**src/rtl/reg_fwd_pkg.sv**
```systemverilog
// Shared types and default sizes for the register-operand forwarding mux.
package reg_fwd_pkg;

    localparam int unsigned FWD_WIDTH = 32;
    localparam int unsigned FWD_AW    = 5;
    localparam int unsigned FWD_DEPTH = 3;

    typedef struct packed {
        logic                 valid;
        logic [FWD_AW-1:0]    wa;
        logic [FWD_WIDTH-1:0] data;
        logic                 ready;
    } fwd_entry_t;

endpackage

```
**src/rtl/reg_fwd_sel.sv**
```systemverilog
// Per-read-port priority matcher: newest in-flight write to rd_addr wins.
// REG_FWD_BYPASS_EN selects full forwarding; otherwise interlock-only.
module reg_fwd_sel
    import reg_fwd_pkg::*;
#(
    parameter int unsigned WIDTH = FWD_WIDTH,
    parameter int unsigned AW    = FWD_AW,
    parameter int unsigned DEPTH = FWD_DEPTH
) (
    input  logic [DEPTH-1:0]            valid,
    input  logic [DEPTH-1:0][AW-1:0]    wa,
    input  logic [DEPTH-1:0][WIDTH-1:0] data,
    input  logic [DEPTH-1:0]            ready,
    input  logic                        rd_en,
    input  logic [AW-1:0]               rd_addr,
    input  logic [WIDTH-1:0]            rf_data,
    output logic [WIDTH-1:0]            rd_data,
    output logic                        stall
);

    logic             hit;
    logic             hit_ready;
    logic [WIDTH-1:0] hit_data;

    // Index 0 is the youngest write, so the first match found wins.
    always_comb begin
        hit       = 1'b0;
        hit_ready = 1'b0;
        hit_data  = '0;
        for (int k = 0; k < DEPTH; k++) begin
            if (!hit && valid[k] && (wa[k] == rd_addr) && (rd_addr != '0)) begin
                hit       = 1'b1;
                hit_ready = ready[k];
                hit_data  = data[k];
            end
        end
    end

`ifdef REG_FWD_BYPASS_EN
    assign rd_data = (hit && hit_ready) ? hit_data : rf_data;
    assign stall   = rd_en && hit && !hit_ready;
`else
    logic unused_sel;
    assign unused_sel = ^{hit_data, hit_ready};
    assign rd_data    = rf_data;
    assign stall      = rd_en && hit;
`endif

endmodule

```
**src/rtl/reg_fwd_mux.sv**
```systemverilog
// Register-operand forwarding mux: DEPTH-entry shift pipeline of in-flight writes.
// REG_FWD_BYPASS_EN enables forwarding of filled results; otherwise interlock-only.
module reg_fwd_mux
    import reg_fwd_pkg::*;
#(
    parameter int unsigned WIDTH = FWD_WIDTH,
    parameter int unsigned AW    = FWD_AW,
    parameter int unsigned DEPTH = FWD_DEPTH,
    parameter int unsigned NRD   = 2
) (
    input  logic                   clk,
    input  logic                   reset,
    input  logic                   push_we,
    input  logic [AW-1:0]          push_wa,
    input  logic [DEPTH-1:0]       fill_valid,
    input  logic [DEPTH*WIDTH-1:0] fill_data,
    input  logic                   stall,
    input  logic                   flush,
    input  logic [NRD-1:0]         rd_en,
    input  logic [NRD*AW-1:0]      rd_addr,
    input  logic [NRD*WIDTH-1:0]   rf_data,
    output logic [NRD*WIDTH-1:0]   rd_data,
    output logic                   stall_req
);

    logic [DEPTH-1:0]            valid_q;
    logic [DEPTH-1:0]            ready_q;
    logic [DEPTH-1:0][AW-1:0]    wa_q;
    logic [DEPTH-1:0][WIDTH-1:0] data_q;

    logic [DEPTH-1:0] fill_hit;
    logic [NRD-1:0]   port_stall;
    logic             push_ok;

`ifdef REG_FWD_BYPASS_EN
    // First data wins; the retiring entry's fill has nowhere to go.
    assign fill_hit = fill_valid & valid_q & ~ready_q;
    logic unused_fill;
    assign unused_fill = ^{fill_hit[DEPTH-1], fill_data[DEPTH*WIDTH-1 -: WIDTH]};
`else
    assign fill_hit = '0;
    logic unused_fill;
    assign unused_fill = ^{fill_valid, fill_data};
`endif

    assign push_ok = push_we && (push_wa != '0) && !stall && !stall_req;

    always_ff @(posedge clk or posedge reset) begin
        if (reset) begin
            valid_q <= '0;
            ready_q <= '0;
            wa_q    <= '0;
            data_q  <= '0;
        end else if (flush) begin
            valid_q <= '0;
            ready_q <= '0;
        end else begin
            valid_q[0] <= push_ok;
            wa_q[0]    <= push_wa;
            data_q[0]  <= '0;
            ready_q[0] <= 1'b0;
            for (int k = 1; k < DEPTH; k++) begin
                valid_q[k] <= valid_q[k-1];
                wa_q[k]    <= wa_q[k-1];
                if (fill_hit[k-1]) begin
                    data_q[k]  <= fill_data[(k-1)*WIDTH +: WIDTH];
                    ready_q[k] <= 1'b1;
                end else begin
                    data_q[k]  <= data_q[k-1];
                    ready_q[k] <= ready_q[k-1];
                end
            end
        end
    end

    for (genvar i = 0; i < NRD; i++) begin : g_rd
        reg_fwd_sel #(
            .WIDTH (WIDTH),
            .AW    (AW),
            .DEPTH (DEPTH)
        ) u_sel (
            .valid   (valid_q),
            .wa      (wa_q),
            .data    (data_q),
            .ready   (ready_q),
            .rd_en   (rd_en[i]),
            .rd_addr (rd_addr[i*AW +: AW]),
            .rf_data (rf_data[i*WIDTH +: WIDTH]),
            .rd_data (rd_data[i*WIDTH +: WIDTH]),
            .stall   (port_stall[i])
        );
    end

    assign stall_req = |port_stall;

endmodule

```
**config.mk**
```make
export PLATFORM = sky130hd
export DESIGN_NAME = reg_fwd_mux
export DESIGN_NICKNAME = d
export VERILOG_FILES = /design/src/rtl/reg_fwd_pkg.sv /design/src/rtl/reg_fwd_sel.sv /design/src/rtl/reg_fwd_mux.sv
export SDC_FILE = /design/constraint.sdc
export NUM_CORES = 1
export LEC_CHECK = 0
export ABC_AREA = 0
export BUFFER_PORTS_ARGS = -buffer_cell sky130_fd_sc_hd__buf_2
export CAP_MARGIN = 5
export CORE_AREA = 2 2 98 100
export DETAILED_ROUTE_END_ITERATION = 10
export DIE_AREA = 0 0 100 102
export PLACE_DENSITY = 0.54
export SETUP_SLACK_MARGIN = 0.05
export SYNTH_ARGS = -nofsm -noshare
export SYNTH_HDL_FRONTEND = slang
export SYNTH_SLANG_ARGS = --single-unit
```
**constraint.sdc**
```tcl
create_clock -name clk -period 3.6 [get_ports clk]
set_input_delay 0.54 -clock clk [delete_from_list [all_inputs] [get_ports clk]]
set_output_delay 0.54 -clock clk [all_outputs]
set_load 0.05 [all_outputs]
```
# Word-level counts from Yosys, hierarchy flattened
# Cells that the tools add are included.
# word_totals
ff_bits	18
out_inout_bits	65
elab_cells	48
# op_classes
n_eq_ne	6
mux	7
n_reduce_logical	31
# op_table
op	n
5-bit == test	6
1-bit logical AND	21
5-bit nonzero test	3
1-bit zero test	6
1-bit 2-to-1 mux	6
3-bit 2-to-1 mux	1
2-bit OR reduction	1

# Logic depth before layout (Yosys ltp)
# depth
depth_word	19
mapped_depth	5

# Cells and area by module
# Synthesis repeated with hierarchy kept, for this count alone.
# hier_totals
cells_unflattened	156
hier_area_um2	1554.0
# modules_own_cells
module	n_inst	cells_each	area_each_um2	seq_area_each_um2
reg_fwd_sel	2	56	430.4	0.0
reg_fwd_mux	1	44	693.2	450.4

# Worst setup path after synthesis
# No wires, ideal clock.
# synth_path
path_kind	input to output
start	in rd_addr[6]
end	out stall_req
arrival_ps	1632
required_time_ps	3060
path_slack_ps	1428
path_stages	4
path_cell_list	or4_1 o21ai_1 a31oi_1 or2_1
# synth_between
elab_chain_cells	16
elab_cells_between_ends	19
cone_classes	3 x eq/ne; 3 x mux; 13 x reduce/logical
# synth_rtl
item	line_no	text
from (decl)	reg_fwd_mux.sv:20	input logic [NRD*AW-1:0] rd_addr,
5-bit == test	reg_fwd_sel.sv:31	if (!hit && valid[k] && (wa[k] == rd_addr) && (rd_addr != '0)) begin
1-bit logical AND (2 in a row)	reg_fwd_sel.sv:31	
1-bit 2-to-1 mux	reg_fwd_sel.sv:31	
1-bit zero test	reg_fwd_sel.sv:31	
1-bit logical AND (3 in a row)	reg_fwd_sel.sv:31	
1-bit 2-to-1 mux	reg_fwd_sel.sv:31	
1-bit zero test	reg_fwd_sel.sv:31	
1-bit logical AND (3 in a row)	reg_fwd_sel.sv:31	
1-bit 2-to-1 mux *	reg_fwd_sel.sv:31	
1-bit logical AND *	reg_fwd_sel.sv:46	assign stall = rd_en && hit;
2-bit OR reduction *	reg_fwd_mux.sv:94	assign stall_req = |port_stall;
to (decl)	reg_fwd_mux.sv:23	output logic stall_req
# Mark *: on every way between the ends. The rest lies on a longest branch, timed or not.

# Final worst setup path
# layout_path
start	reg wa_q[3] (netlist bit)
end	out stall_req
# layout_between
elab_chain_cells	16
elab_cells_between_ends	31
cone_classes	2 x eq/ne; 6 x mux; 23 x reduce/logical
# layout_rtl
item	line_no	text
from (decl)	reg_fwd_mux.sv:28	logic [DEPTH-1:0][AW-1:0] wa_q;
from (signal, indexed assignment)	reg_fwd_mux.sv:64	wa_q[k] <= wa_q[k-1];
5-bit == test	reg_fwd_sel.sv:31	
1-bit logical AND (2 in a row)	reg_fwd_sel.sv:31	
1-bit 2-to-1 mux	reg_fwd_sel.sv:31	
1-bit zero test	reg_fwd_sel.sv:31	
1-bit logical AND (3 in a row)	reg_fwd_sel.sv:31	
1-bit 2-to-1 mux	reg_fwd_sel.sv:31	
1-bit zero test	reg_fwd_sel.sv:31	
1-bit logical AND (3 in a row)	reg_fwd_sel.sv:31	
1-bit 2-to-1 mux	reg_fwd_sel.sv:31	
1-bit logical AND	reg_fwd_sel.sv:46	
2-bit OR reduction *	reg_fwd_mux.sv:94	
# Marked as above.

==> impl_metrics.ini <==
[status]
status = finished clean

[synthesis]
syn-cell-area_um2 = 1530
async_flop_share_pct = 100
syn_inst = 155
synth-compound-area-share_pct = 1.80
yosys-top-cells-area = buf_4 (32%), dfrtp_1 (30%), xor2_1 (14%)
synth_cell_types = 17
muxShareOfSynthArea_pct = 11.1
ys_seq_elements = 18
synth_xor_area_share_pct = 17.2
synth_top_cell_by_area = buf_4
synth_warnings = 0
synthAdderAreaFrac_pct = 0
seq_area_frac_synth_pct = 29.5
synth_top_family_by_area = buffers and inverters
synth_common_cells = buf_4 (64), xor2_1 (24), dfrtp_1 (18)
synth_edf_count = 0
synth.top_cell.area_share_pct = 31.5
synth_flop_cell = dfrtp_1
syn_nets = 340
syn_avg_cell_area_um2 = 9.84
synth_most_common_cell = buf_4
synth-simple-area-share_pct = 7.96

[place]
hpwl_mm = 4.18
place.gp.congestion = 0.790
place_inst = 222
port_buffers = 22
place_area_um2 = 1280

[power]
powerDensity_nw_per_um2 = 383
ir_worst_vdd_v = 0.000286
p_leak_nw = 0.533

[floorplan]
rows = 35
io_pins = 250
die-area_um2 = 10200
initial_utilization_pct = 16.7
coreArea_um2 = 9110
die_h_um = 102
die_w_um = 100

[final_layout]
layout-drive-gt1-share_pct = 35.1
syn_to_final_growth_pct = -13.1
antennaDiodeCount = 0
fin_util_pct = 14.5
seqCellArea_um2 = 450
multiInputGateArea_um2 = 581
nFillCells = 1042
layout.cells.non_filler = 225
postLayoutCellArea_um2 = 1330
fin_nets = 301

[setup_path]
worstSetupPathType = register to output pin
crit_arrival_ns = 1.92
path_cells = xor2_1, nor4_1, nand3_1, a31oi_1, or2_1, buf_2
slowest_delay_ns = 0.42
worst_path_max_delay_cell = dfrtp_1
cp_max_fo = 4
start_kind = register
timing.rr.start = wa_q[3]
cp-startpoint = wa_q[3]
required_ns = 3.06
cp-end-kind = output pin

[routing]
drc = 0
drtIter0Drc = 9
postRouteAntennaNets = 0
finalWirelength_mm = 4.69
drtPass1Iterations = 4
via_count = 839
via_per_inst = 3.73
routedWlPerCell_um = 20.8

[cts]
clock_tree.buffer_depth = 2
root_buffer = clkbuf_8
post_cts_buffers = 0
cts_tree = done
cts_sinks = 18
cts_made_buffers = 3
ctsResizeCount = 0
clkLatencyLatePin_ns = 0.25
clk_pin_slew_ns = 0.06
cts_max_level = 1
holdBufCountCts = 0

[timing]
drv_slew = 0
finalClockSkew_ns = 0.00205
fin_setup_tns_ns = 0
max_slew.worst_pin.slew_ns = 0.679
min_period_over_period_pct = 68.4
relSlewSlack_pct = 54.7
finalHoldViolations = 0
period_minus_slack_ns = 2.46
fmax_mhz = 406
rsz0062_at_grt = false
setup_viol = 0

[grt]
grt_antenna_before_repair = 0
overflow = 0
grt_pass1_wl_mm = 6.42
grt_max_degree = 19
grt_pass1_vias = 901
grt_usage_pct = 9.11

[min_path]
min_path_type = input port to async pin

[run]
cap_violations = 0
-- power breakdown --
group          internal, W  total [W]  switching [W]
Combinational    0.0000629   0.000112      0.0000487
Clock            0.0000742   0.000135      0.0000607
Sequential        0.000229   0.000261      0.0000324
Total             0.000366   0.000507       0.000142
-- layout by cell type (no fill, tap or decap), drive strengths merged --
master	Yosys	routed
nor2b	2	2
or4	3	3
dfrtp	18	18
o21ai	3	3
xnor2	6	6
a31oi	2	2
inv	1	1
nor3	1	1
nand3	6	6
mux2	15	15
buf	66	22
nor3b	1	1
or2	1	1
clkbuf	0	3
xor2	24	24
nor4	6	6
-- worst paths after layout --
kind,to,slack (ns),depth (start not counted)
max,stall_req,1.14,6
min reg2reg,valid_q[2],0.53,1
max in group asynchronous,wa_q[13],2.79,2
min,wa_q[1],0.38,2
min in group clk,valid_q[2],0.53,1
max reg2reg,valid_q[0],2.12,5
-- cell type report --
cell class	count	share of cell area, %
inverter	1	0.283
tap	111	10.5
timing repair buffer	22	8.31
clock buffer	3	3.12
sequential	18	34.0
multi-input combinational	70	43.8
-- state kept, by name, summed over array words and instances, names as in the netlist --
name / cells
wa_q: 15
valid_q: 3
-- through the flow --
step / worst slack, ns / hold slack (ns) / power, W
global route: 0.926 / 0.449 / 0.000540
detailed placement: 1.14 / 0.521 / 0.000379
finish: 1.14 / 0.383 / 0.000507
floorplan: 1.43 / 0.479 / 0.000530
CTS: 1.10 / 0.416 / 0.000516
global placement: 1.14 / 0.517 / 0.000376
-- kinds of logic (layout without fill, tap and decap cells) --
family,Yosys count,count (layout)
buf+inv,67,26
xor+xnor,30,30
compound gates,5,5
simple gates,20,20
mux,15,15
flops,18,18
-- critical path, delay by kind of cell (launching register included) --
kind	cells	cell delay [ns]
and+or+nand+nor	3	0.58
DFF	1	0.42
AOI/OAI and AO/OA	1	0.24
buffers and inverters	1	0.26
xor gates and xnor gates	1	0.17
-- layer usage --
| layer | share of wire [%] | wire [um] | GRT usage [%] | vias up |
|---|---|---|---|---|
| met1 | 24 | 1140 | 7.07 | 373 |
| met2 | 37 | 1740 | 11.8 | 70 |
| met4 | 3.6 | 168 | 4.21 | 0 |
| met3 | 35 | 1650 | 13.4 | 26 |
| li1 | - | - | - | 370 |
| met5 | 0 | 0 | 0 | - |
No activity file was read; power rests on OpenSTA's default activity.
